`config.mk`:
```
export PLATFORM = sky130hd
export DESIGN_NAME = product_accumulator
export DESIGN_NICKNAME = d
export VERILOG_FILES = /design/src/rtl/product_accumulator.sv
export SDC_FILE = /design/constraint.sdc
export NUM_CORES = 1
export LEC_CHECK = 0
export ABC_AREA = 1
export BUFFER_PORTS_ARGS = -buffer_cell sky130_fd_sc_hd__buf_2
export CAP_MARGIN = 20
export CORE_ASPECT_RATIO = 2
export CORE_MARGIN = 2
export CORE_UTILIZATION = 60
export CTS_CLUSTER_DIAMETER = 50
export DETAILED_ROUTE_END_ITERATION = 8
export PLACE_DENSITY = 0.78
export REMOVE_ABC_BUFFERS = 1
export SYNTH_ARGS = -nofsm -noshare
export SYNTH_HDL_FRONTEND = slang
export SYNTH_SLANG_ARGS = --single-unit
```
`constraint.sdc`:
```
create_clock -name clk -period 8.3 [get_ports clk]
set_input_delay 1.245 -clock clk [delete_from_list [all_inputs] [get_ports clk]]
set_output_delay 1.245 -clock clk [all_outputs]
set_load 0.005 [all_outputs]
```
`src/rtl/product_accumulator.sv`:
```
// Sums the aligned multiplier products of each frame into a saturating accumulator.
// Latency: result registered LATENCY+1 cycles after the last operand issue of a frame.
// Backpressure: none upstream; a frame completing into an occupied result register is dropped and flagged.
module product_accumulator #(
   parameter int PROD_W  = 16,
   parameter int ACC_W   = 24,
   parameter int CNT_W   = 8,
   parameter int LATENCY = 2
) (
   input  logic              clk,
   input  logic              rst,
   input  logic              issue_valid_i,
   input  logic              issue_last_i,
   input  logic [PROD_W-1:0] product_i,
   output logic              result_valid_o,
   input  logic              result_ready_i,
   output logic [ACC_W-1:0]  result_sum_o,
   output logic [CNT_W-1:0]  result_count_o,
   output logic              result_sat_o,
   output logic              overflow_o,
   input  logic              clear_overflow_i
);

   localparam logic [0:0]       IDLE    = 1'b0;
   localparam logic [0:0]       ACCUM   = 1'b1;
   localparam logic [CNT_W-1:0] CNT_ONE = CNT_W'(1);

   logic [LATENCY-1:0] dl_valid;
   logic [LATENCY-1:0] dl_last;
   logic               tap_valid;
   logic               tap_last;

   logic [0:0]         state;
   logic [ACC_W-1:0]   acc;
   logic [CNT_W-1:0]   cnt;
   logic               sat;

   logic [ACC_W-1:0]   base_acc;
   logic [CNT_W-1:0]   base_cnt;
   logic               base_sat;
   logic [ACC_W:0]     sum_ext;
   logic [ACC_W-1:0]   nxt_acc;
   logic [CNT_W-1:0]   nxt_cnt;
   logic               nxt_sat;

   logic               frame_done;
   logic               out_hs;
   logic               out_load;
   logic               out_drop;

   assign tap_valid  = dl_valid[LATENCY-1];
   assign tap_last   = dl_last[LATENCY-1];
   assign frame_done = tap_valid & tap_last;
   assign out_hs     = result_valid_o & result_ready_i;
   // A completing frame fits if the register is empty or is being drained this cycle.
   assign out_load   = frame_done & (~result_valid_o | out_hs);
   assign out_drop   = frame_done & ~out_load;

   // Issue tracking pipe, aligned to the multiplier latency; last is qualified by valid on entry.
   always_ff @(posedge clk or negedge rst) begin
      if (!rst) begin
         dl_valid <= '0;
         dl_last  <= '0;
      end else begin
         dl_valid[0] <= issue_valid_i;
         dl_last[0]  <= issue_valid_i & issue_last_i;
         for (int i = 1; i < LATENCY; i++) begin
            dl_valid[i] <= dl_valid[i-1];
            dl_last[i]  <= dl_last[i-1];
         end
      end
   end

   // Next accumulator value: a fresh frame starts from zero, carry out pins the sum at full scale.
   always_comb begin
      base_acc = '0;
      base_cnt = '0;
      base_sat = 1'b0;
      if (state == ACCUM) begin
         base_acc = acc;
         base_cnt = cnt;
         base_sat = sat;
      end
      sum_ext = {1'b0, base_acc} + {{(ACC_W+1-PROD_W){1'b0}}, product_i};
      nxt_acc = sum_ext[ACC_W] ? {ACC_W{1'b1}} : sum_ext[ACC_W-1:0];
      nxt_sat = base_sat | sum_ext[ACC_W];
      nxt_cnt = (&base_cnt) ? base_cnt : base_cnt + CNT_ONE;
   end

   // Frame FSM and accumulator: advance only on an aligned product, close the frame on its last.
   always_ff @(posedge clk or negedge rst) begin
      if (!rst) begin
         state <= IDLE;
         acc   <= '0;
         cnt   <= '0;
         sat   <= 1'b0;
      end else if (tap_valid) begin
         acc   <= nxt_acc;
         cnt   <= nxt_cnt;
         sat   <= nxt_sat;
         state <= tap_last ? IDLE : ACCUM;
      end
   end

   // Result register: load a completed frame, otherwise empty on handshake; holds while stalled.
   always_ff @(posedge clk or negedge rst) begin
      if (!rst) begin
         result_valid_o <= 1'b0;
         result_sum_o   <= '0;
         result_count_o <= '0;
         result_sat_o   <= 1'b0;
      end else if (out_load) begin
         result_valid_o <= 1'b1;
         result_sum_o   <= nxt_acc;
         result_count_o <= nxt_cnt;
         result_sat_o   <= nxt_sat;
      end else if (out_hs) begin
         result_valid_o <= 1'b0;
      end
   end

   // Sticky drop flag; a drop in the same cycle as a clear keeps the flag set.
   always_ff @(posedge clk or negedge rst) begin
      if (!rst) begin
         overflow_o <= 1'b0;
      end else if (out_drop) begin
         overflow_o <= 1'b1;
      end else if (clear_overflow_i) begin
         overflow_o <= 1'b0;
      end
   end

endmodule

```
==> summary.txt, run 1 <==
SYNTH
------------------------------------------------------------------------------
Total of flip-flops plus latches after synthesis                            73
Portion of the post-synthesis area used by sequential elements          40.23%
Share of flip-flops with an asynchronous set or reset                   100.0%
Count of different cell masters after synthesis                             32
Most instantiated flip-flop cell in the synthesis netlist              dfrtp_1
Gate count after technology mapping                                        670
Synthesized area per cell                                            6.777 um2
Number of enable flip-flop cells after synthesis                             0
Yosys Warn Count                                                             0
Synthesized area                                                      4541 um2

CLOCK TREE
------------------------------------------------------------------------------
CTS clk-pin slew, worst paths                                          0.06 ns
Number of buffers added to fix hold violations after cts                     0
Number of buffers added for setup after CTS                                  0
CTS buffer count                                                             9
Cell at the root of the clock tree                                   clkbuf_16
Number of buffers between clock root and the deepest sink                    2
Clock net sink count                                                        73
Count of instances resized after the clock tree is built                     0
H-Tree Level Count                                                           3
Insertion delay of the later-clocked pin in the worst-skew pair        0.34 ns
TritonCTS clock tree                                                      done

FLOORPLAN
------------------------------------------------------------------------------
Floorplan die height                                                  127.0 um
Number of rows created at floorplan                                         44
Area enclosed by the die boundary                                     8321 um2
Top-Level Pins                                                              57
Core area                                                             7322 um2
Initial standard-cell utilization of the core                           62.01%
Horizontal extent of the die                                          65.51 um

STATUS
------------------------------------------------------------------------------
Failing checks                                                             DRC
Outcome                                                           finished, violations left

GRT
------------------------------------------------------------------------------
Total overflow reported by the global router                                 0
Via count of the first global-routing pass                                4342
Initial antenna violation count                                              0
Combined global-route utilization of all metal layers                   31.04%
Wire length of the first global-routing pass                          19.70 mm
Largest net degree at the start of global routing                           74

STA
------------------------------------------------------------------------------
Post-route worst setup slack                                          5.023 ns
Aggregate negative setup slack                                            0 ns
Actual transition at the worst max-transition pin                     1.074 ns
Highest clock rate                                                  0.3051 GHz
Number of max-slew violations in the final report                            0
Slew HR                                                                 28.33%
Number of hold violations in the final report                                0
Final worst-path cycle share                                            39.48%
Final min period                                                      3.277 ns
Post-route clock skew                                              0.005823 ns
Setup violation total in the final timing report                             0
Unrepaired setup endpoints after global routing                          false

DRT
------------------------------------------------------------------------------
Routed via count                                                          4303
Per-cell routed wire length                                           14.44 um
DRC marker count from the first detailed-route iteration                   285
Total DRC errors in the routed layout                                        2
Met2 Wirelength                                                       6.467 mm
First-pass DRT Iterations                                                    8
Routed length on met3                                                   383 um
Wire length reported by the detailed router                           11.80 mm
Antenna violation net count after detailed routing                           0
Highest Signal Layer                                                      met4
Mean number of vias per cell                                             5.267
Sum of routed wire segments on met1                                   4.440 mm

PLACEMENT
------------------------------------------------------------------------------
Last weighted congestion value of the routability-driven placer         0.9756
Final HPWL DP                                                         8.619 mm
Setup slack after placement                                           4.705 ns
Buffers added on ports                                                      56

CELLS AND AREA
------------------------------------------------------------------------------
P&R area growth vs syn                                                  13.61%
Total inserted antenna cells                                                 0
Layout cells sized above 1                                              12.00%
Final nets                                                                 761
Layout filler cell count                                                   640

WORST SETUP PATH
------------------------------------------------------------------------------
Arrival time worst endpoint                                            3.47 ns
Type of the worst setup path                                            in2reg
Reg-to-reg slack, setup                                                5.16 ns
CP Data Required Time                                                  8.50 ns
Critical path peak fanout                                                   25
Critical path capture point type                                          flop
Crit path launch type                                                input pin

POWER
------------------------------------------------------------------------------
Leak                                                               0.002994 uW
Maximum vdd drop                                                      162.7 uV
Ratio of total power to cell area                                 297.2 nW/um2

JOB
------------------------------------------------------------------------------
Max capacitance violation total                                              0

MIN PATH
------------------------------------------------------------------------------
Hold Path Class                                                        reg2reg

## flip-flops by register name, summed over array words and instances, names as in the netlist
register	flops
acc	24
cnt	8
dl_last	2
dl_valid	2
overflow_o	1
result_count_o	8
result_sat_o	1
result_sum_o	24
result_valid_o	1
sat	1
state	1
## worst paths after layout
check | from | endpoint | depth (start not counted)
min in group asynchronous | rst | result_sum_o[6] | 1
setup reg to reg | state | sat | 13
max in group asynchronous | rst | result_sum_o[19] | 1
hold / removal | dl_last[0] | dl_last[1] | 0
hold reg to reg | dl_last[0] | dl_last[1] | 0
setup / recovery | product_i[0] | sat | 13
## layout by cell type (no fill, tap or decap), types with 7 or more instances in the layout
cell type / count
clkbuf_16: 9
a21oi_1: 10
inv_1: 95
ha_1: 17
nor2_1: 54
dfrtp_1: 73
nand3_1: 52
a31oi_1: 16
nand2_1: 268
o21ai_0: 20
xor2_1: 7
buf_2: 55
nand4_1: 8
## where the power goes
group | switching, uW | leakage (uW) | internal [uW]
Combinational | 406 | 0.00195 | 236
Sequential | 62.3 | 0.000915 | 458
Clock | 154 | 0.000134 | 217
## worst max-delay path, stage by stage
cell	delay (ns)
buf_2	0.10
ha_1	0.23
fa_1	0.44
nand2_1	0.11
nand3_1	0.09
nand3_1	0.11
nand2_1	0.12
nand2_1	0.11
nand2_2	0.08
nand2_2	0.40
o21ai_0	0.23
nand2_1	0.10
o21ai_0	0.10
## stage by stage
stage | total power, uW | cell area, um2 | hold slack (ns) | utilization (%) | instances
CTS | 1536 | 5159 | 0.3576 | 70.45 | 817
detailed placement | 1161 | 4877 | 0.3435 | 66.61 | 802
floorplan | 960.0 | 4454 | 0.3312 | - | 651
finish | 1533 | 5159 | 0.3537 | 70.45 | 817
global route | 1654 | 5159 | 0.3609 | 70.45 | 817
global placement | 1142 | 4877 | 0.3327 | 66.61 | 802
## cells in the mapped netlist (2+ instances only)
| library cell | n | area share (%) |
|---|---|---|
| a21o_1 | 3 | 0.50 |
| a21oi_1 | 10 | 1.1 |
| a31oi_1 | 16 | 2.2 |
| buf_1 | 2 | 0.17 |
| buf_2 | 3 | 0.33 |
| clkbuf_1 | 12 | 0.99 |
| dfrtp_1 | 73 | 40 |
| ha_1 | 17 | 4.7 |
| inv_1 | 95 | 7.9 |
| nand2_1 | 268 | 22 |
| nand2_2 | 4 | 0.55 |
| nand3_1 | 52 | 5.7 |
| nand4_1 | 8 | 1.1 |
| nor2_1 | 55 | 4.5 |
| nor2_2 | 3 | 0.41 |
| nor3_1 | 2 | 0.22 |
| o211ai_1 | 2 | 0.33 |
| o21ai_0 | 20 | 2.2 |
| o21ai_1 | 4 | 0.44 |
| xnor2_1 | 3 | 0.58 |
| xor2_1 | 7 | 1.4 |
## cell families after synthesis
| family | share of synthesized area [%] |
|---|---|
| buf+inv | 9.837 |
| simple gates | 35.44 |
| xor+xnor | 2.287 |
| fa+ha+maj | 5.125 |
| compound gates | 7.082 |
| flops | 40.23 |
## layout make-up
class,instances,area (um2),share of cell area (%)
clock buffers,11,252.7,4.899
clock inverters,4,28.78,0.5578
inverters,96,360.3,6.985
multi-input cells,482,2270,44.00
flip-flops and latches,73,1827,35.41
well taps,92,115.1,2.231
repair buffers,59,305.3,5.918
## per-layer routing
metal  GRT usage, %  up-vias
li1               -     2184
met1          33.72     1963
met2          56.30      123
met3          5.018       33
met4          15.81        0
met5              0        -
(Power assumes the default switching activity.)
==> run 2: changes to the inputs <==
--- a/config.mk
+++ b/config.mk
@@ -10,10 +10,10 @@
 export CAP_MARGIN = 20
 export CORE_ASPECT_RATIO = 2
 export CORE_MARGIN = 2
-export CORE_UTILIZATION = 60
+export CORE_UTILIZATION = 59
 export CTS_CLUSTER_DIAMETER = 50
 export DETAILED_ROUTE_END_ITERATION = 8
-export PLACE_DENSITY = 0.78
+export PLACE_DENSITY = 0.77
 export REMOVE_ABC_BUFFERS = 1
 export SYNTH_ARGS = -nofsm -noshare
 export SYNTH_HDL_FRONTEND = slang
==> constraint.sdc (replaced) <==
create_clock -name clk -period 3.45 [get_ports clk]
set_input_delay 0.5175 -clock clk [delete_from_list [all_inputs] [get_ports clk]]
set_output_delay 0.5175 -clock clk [all_outputs]
set_load 0.005 [all_outputs]
==> run 2 against run 1 <==
Net effect:
- the flow now finishes without violations
- worst setup slack lost 4.3 ns
- critical path depth grew 1
- cell count is 0.61% higher
- register-to-register slack worse by 4.5 ns
- largest cell class unchanged
- non-clock buffer count grew 2
- first-iteration DRC count up 17%
- total power rose by 150%
- clock-buffer cell count shrank 1
- wire length down 0.16%
- sequential power rose by 140%
- utilization decreased by 1.3 points
==> summary.txt, run 2 (synthesized netlist as in run 1, its figures left out) <==
CELLS AND AREA
-------------------------------------------------------------------------------------
Most frequent standard cell in the layout excluding fill and tap cells        nand2_1
P&R area growth vs syn                                                         14.85%
Total inserted antenna cells                                                        0   unchanged
Commonest cells after routing, fill and taps aside                       nand2_1 (268), inv_1 (95), dfrtp_1 (73), buf_2 (55), nor2_1 (54)
Largest registers                                                        acc x24, result_sum_o x24
Layout filler cell count                                                          678   +5.9%
Area of combinational cells with multiple inputs                             2270 um2   unchanged
Layout cells sized above 1                                                     12.23%   +0.23 points
Final instance area                                                          5215 um2   +1.1%
Final nets                                                                        763   +0.26%
Core Util, Final                                                               69.12%   -1.3 points
Area used by sequential logic in the layout                                  1827 um2   unchanged

DRT
-------------------------------------------------------------------------------------
Wire length reported by the detailed router                                  11.78 mm   -0.16%
Antenna violation net count after detailed routing                                  0   unchanged
Per-cell routed wire length                                                  14.33 um   -0.77%
First-pass DRT Iterations                                                           5   -3
DRC marker count from the first detailed-route iteration                          333   +17%
Mean number of vias per cell                                                    5.315   +0.92%
Total DRC errors in the routed layout                                               0   -2
Routed via count                                                                 4369   +1.5%

CLOCK TREE
-------------------------------------------------------------------------------------
Number of buffers added for setup after CTS                                         0   unchanged
Number of buffers between clock root and the deepest sink                           2   unchanged
CTS clk-pin slew, worst paths                                                 0.06 ns   about the same
Count of instances resized after the clock tree is built                            0   unchanged
TritonCTS clock tree                                                             done
Cell at the root of the clock tree                                          clkbuf_16
Clock net sink count                                                               73   unchanged
Insertion delay of the later-clocked pin in the worst-skew pair               0.34 ns   about the same
H-Tree Level Count                                                                  3   unchanged
CTS buffer count                                                                    9   unchanged
Number of buffers added to fix hold violations after cts                            0   unchanged

STA
-------------------------------------------------------------------------------------
Final worst-path cycle share                                                   79.53%
Unrepaired setup endpoints after global routing                                 false
Post-route clock skew                                                     0.003400 ns   -0.002424 ns
Post-route worst setup slack                                                0.7062 ns   -4.317 ns
Number of max-slew violations in the final report                                   0   unchanged
Actual transition at the worst max-transition pin                            1.096 ns   +0.02181 ns
Highest clock rate                                                         0.3645 GHz
Aggregate negative setup slack                                                   0 ns   unchanged
Number of hold violations in the final report                                       0   unchanged
Slew HR                                                                        26.88%   -1.5 points
Setup violation total in the final timing report                                    0   unchanged
Final min period                                                             2.744 ns

PLACEMENT
-------------------------------------------------------------------------------------
Instance area at placement                                                   4895 um2   +0.36%
Buffers added on ports                                                             56   unchanged
Final HPWL DP                                                                8.759 mm   +1.6%
Last weighted congestion value of the routability-driven placer                 1.014   +3.9%
Setup slack after placement                                                 0.7331 ns   -3.972 ns

WORST SETUP PATH
-------------------------------------------------------------------------------------
Arrival time worst endpoint                                                   2.94 ns   -0.53 ns
Critical path peak fanout                                                          14   -44%
Critical path capture point type                                                 flop
Type of the worst setup path                                                  reg2reg
Crit path launch type                                                            flop
CP Data Required Time                                                         3.64 ns   -4.86 ns

POWER
-------------------------------------------------------------------------------------
Net Sw Frac                                                                    39.60%   -0.99 points
Combinational group share of total power                                        40.8%   -1.0 points
Net load switching power                                                      1514 uW   +140%
Proportion of power drawn by the clock network                                  26.3%   +2.1 points
Maximum vdd drop                                                             388.9 uV   +140%
Internal                                                                      2309 uW   +150%
Ratio of total power to cell area                                        733.1 nW/um2   +150%
Leak                                                                      0.003026 uW   +1.1%
Portion of total power attributed to sequential cells                           32.9%   -1.1 points

FLOORPLAN
-------------------------------------------------------------------------------------
Core area                                                                    7545 um2   +3.0%
Initial standard-cell utilization of the core                                  60.18%   -1.8 points
Area enclosed by the die boundary                                            8456 um2   +1.6%
Floorplan die height                                                         128.1 um   +0.82%
Number of rows created at floorplan                                                45   +2.3%
Top-Level Pins                                                                     57   unchanged
Horizontal extent of the die                                                 66.03 um   +0.79%

GRT
-------------------------------------------------------------------------------------
Total overflow reported by the global router                                        0   unchanged
Wire length of the first global-routing pass                                 19.61 mm   -0.46%
Largest net degree at the start of global routing                                  74   unchanged
Initial antenna violation count                                                     0   unchanged
Via count of the first global-routing pass                                       4286   -1.3%
Combined global-route utilization of all metal layers                          30.35%   -0.69 points

STATUS
-------------------------------------------------------------------------------------
Outcome                                                                  finished clean

MIN PATH
-------------------------------------------------------------------------------------
Hold Path Class                                                                in2reg

JOB
-------------------------------------------------------------------------------------
Max capacitance violation total                                                     0   unchanged

-- run 2: critical path: stages (launching register included) --
cell and delay, ns:
dfrtp_1 0.37, buf_4 0.18, nand2_1 0.07, inv_1 0.04, ha_1 0.21, fa_1 0.44, nand2_1 0.13, nand3_1 0.09
nand3_1 0.13, nand2_1 0.14, nand2_1 0.11, nand2_2 0.08, nand2_2 0.25, buf_4 0.25, a31oi_1 0.10
-- run 2: layout make-up --
cell class / count / area share, %
clock inverters: 6 / 1.751
repair buffers: 61 / 6.142
inverters: 96 / 6.910
well taps: 94 / 2.255
flip-flops and latches: 73 / 35.03
multi-input cells: 482 / 43.52
clock buffers: 10 / 4.391
-- run 2: power by group through the flow --
stage | registers [uW] | clock network (uW) | logic, uW
2_1_floorplan | 1260 | 0 | 1050
3_3_place_gp | 1250 | 0 | 1510
3_5_place_dp | 1270 | 0 | 1540
4_1_cts | 1260 | 1010 | 1550
5_1_grt | 1290 | 1050 | 1770
6_report | 1260 | 1010 | 1560
-- run 2: final timing paths --
check                              start              end  slack, ns  cells after the start
hold / removal             issue_valid_i      dl_valid[0]       0.30                      1
max in group asynchronous            rst          acc[13]       2.56                      1
setup reg to reg                   state  result_sum_o[4]       0.71                     14
min in group asynchronous            rst  result_sum_o[5]       0.31                      1
hold reg to reg              dl_valid[0]      dl_valid[1]       0.35                      0
setup / recovery                   state  result_sum_o[4]       0.71                     14
-- run 2: layer usage --
metal / wire length (um) / vias up / track usage (%)
met2: 6475 / 132 / 56.80
li1: - / 2194 / -
met5: 0 / - / 0
met1: 4410 / 2011 / 32.74
met3: 458 / 32 / 4.829
met4: 434 / 0 / 12.36
-- run 2: per-stage QoR --
stage / instances / hold slack, ns / total power (uW)
detailed placement: 806 / 0.3405 / 2810
CTS: 822 / 0.2956 / 3824
floorplan: 651 / 0.2219 / 2310
global placement: 806 / 0.3353 / 2763
global route: 822 / 0.2917 / 4111
finish: 822 / 0.2983 / 3823
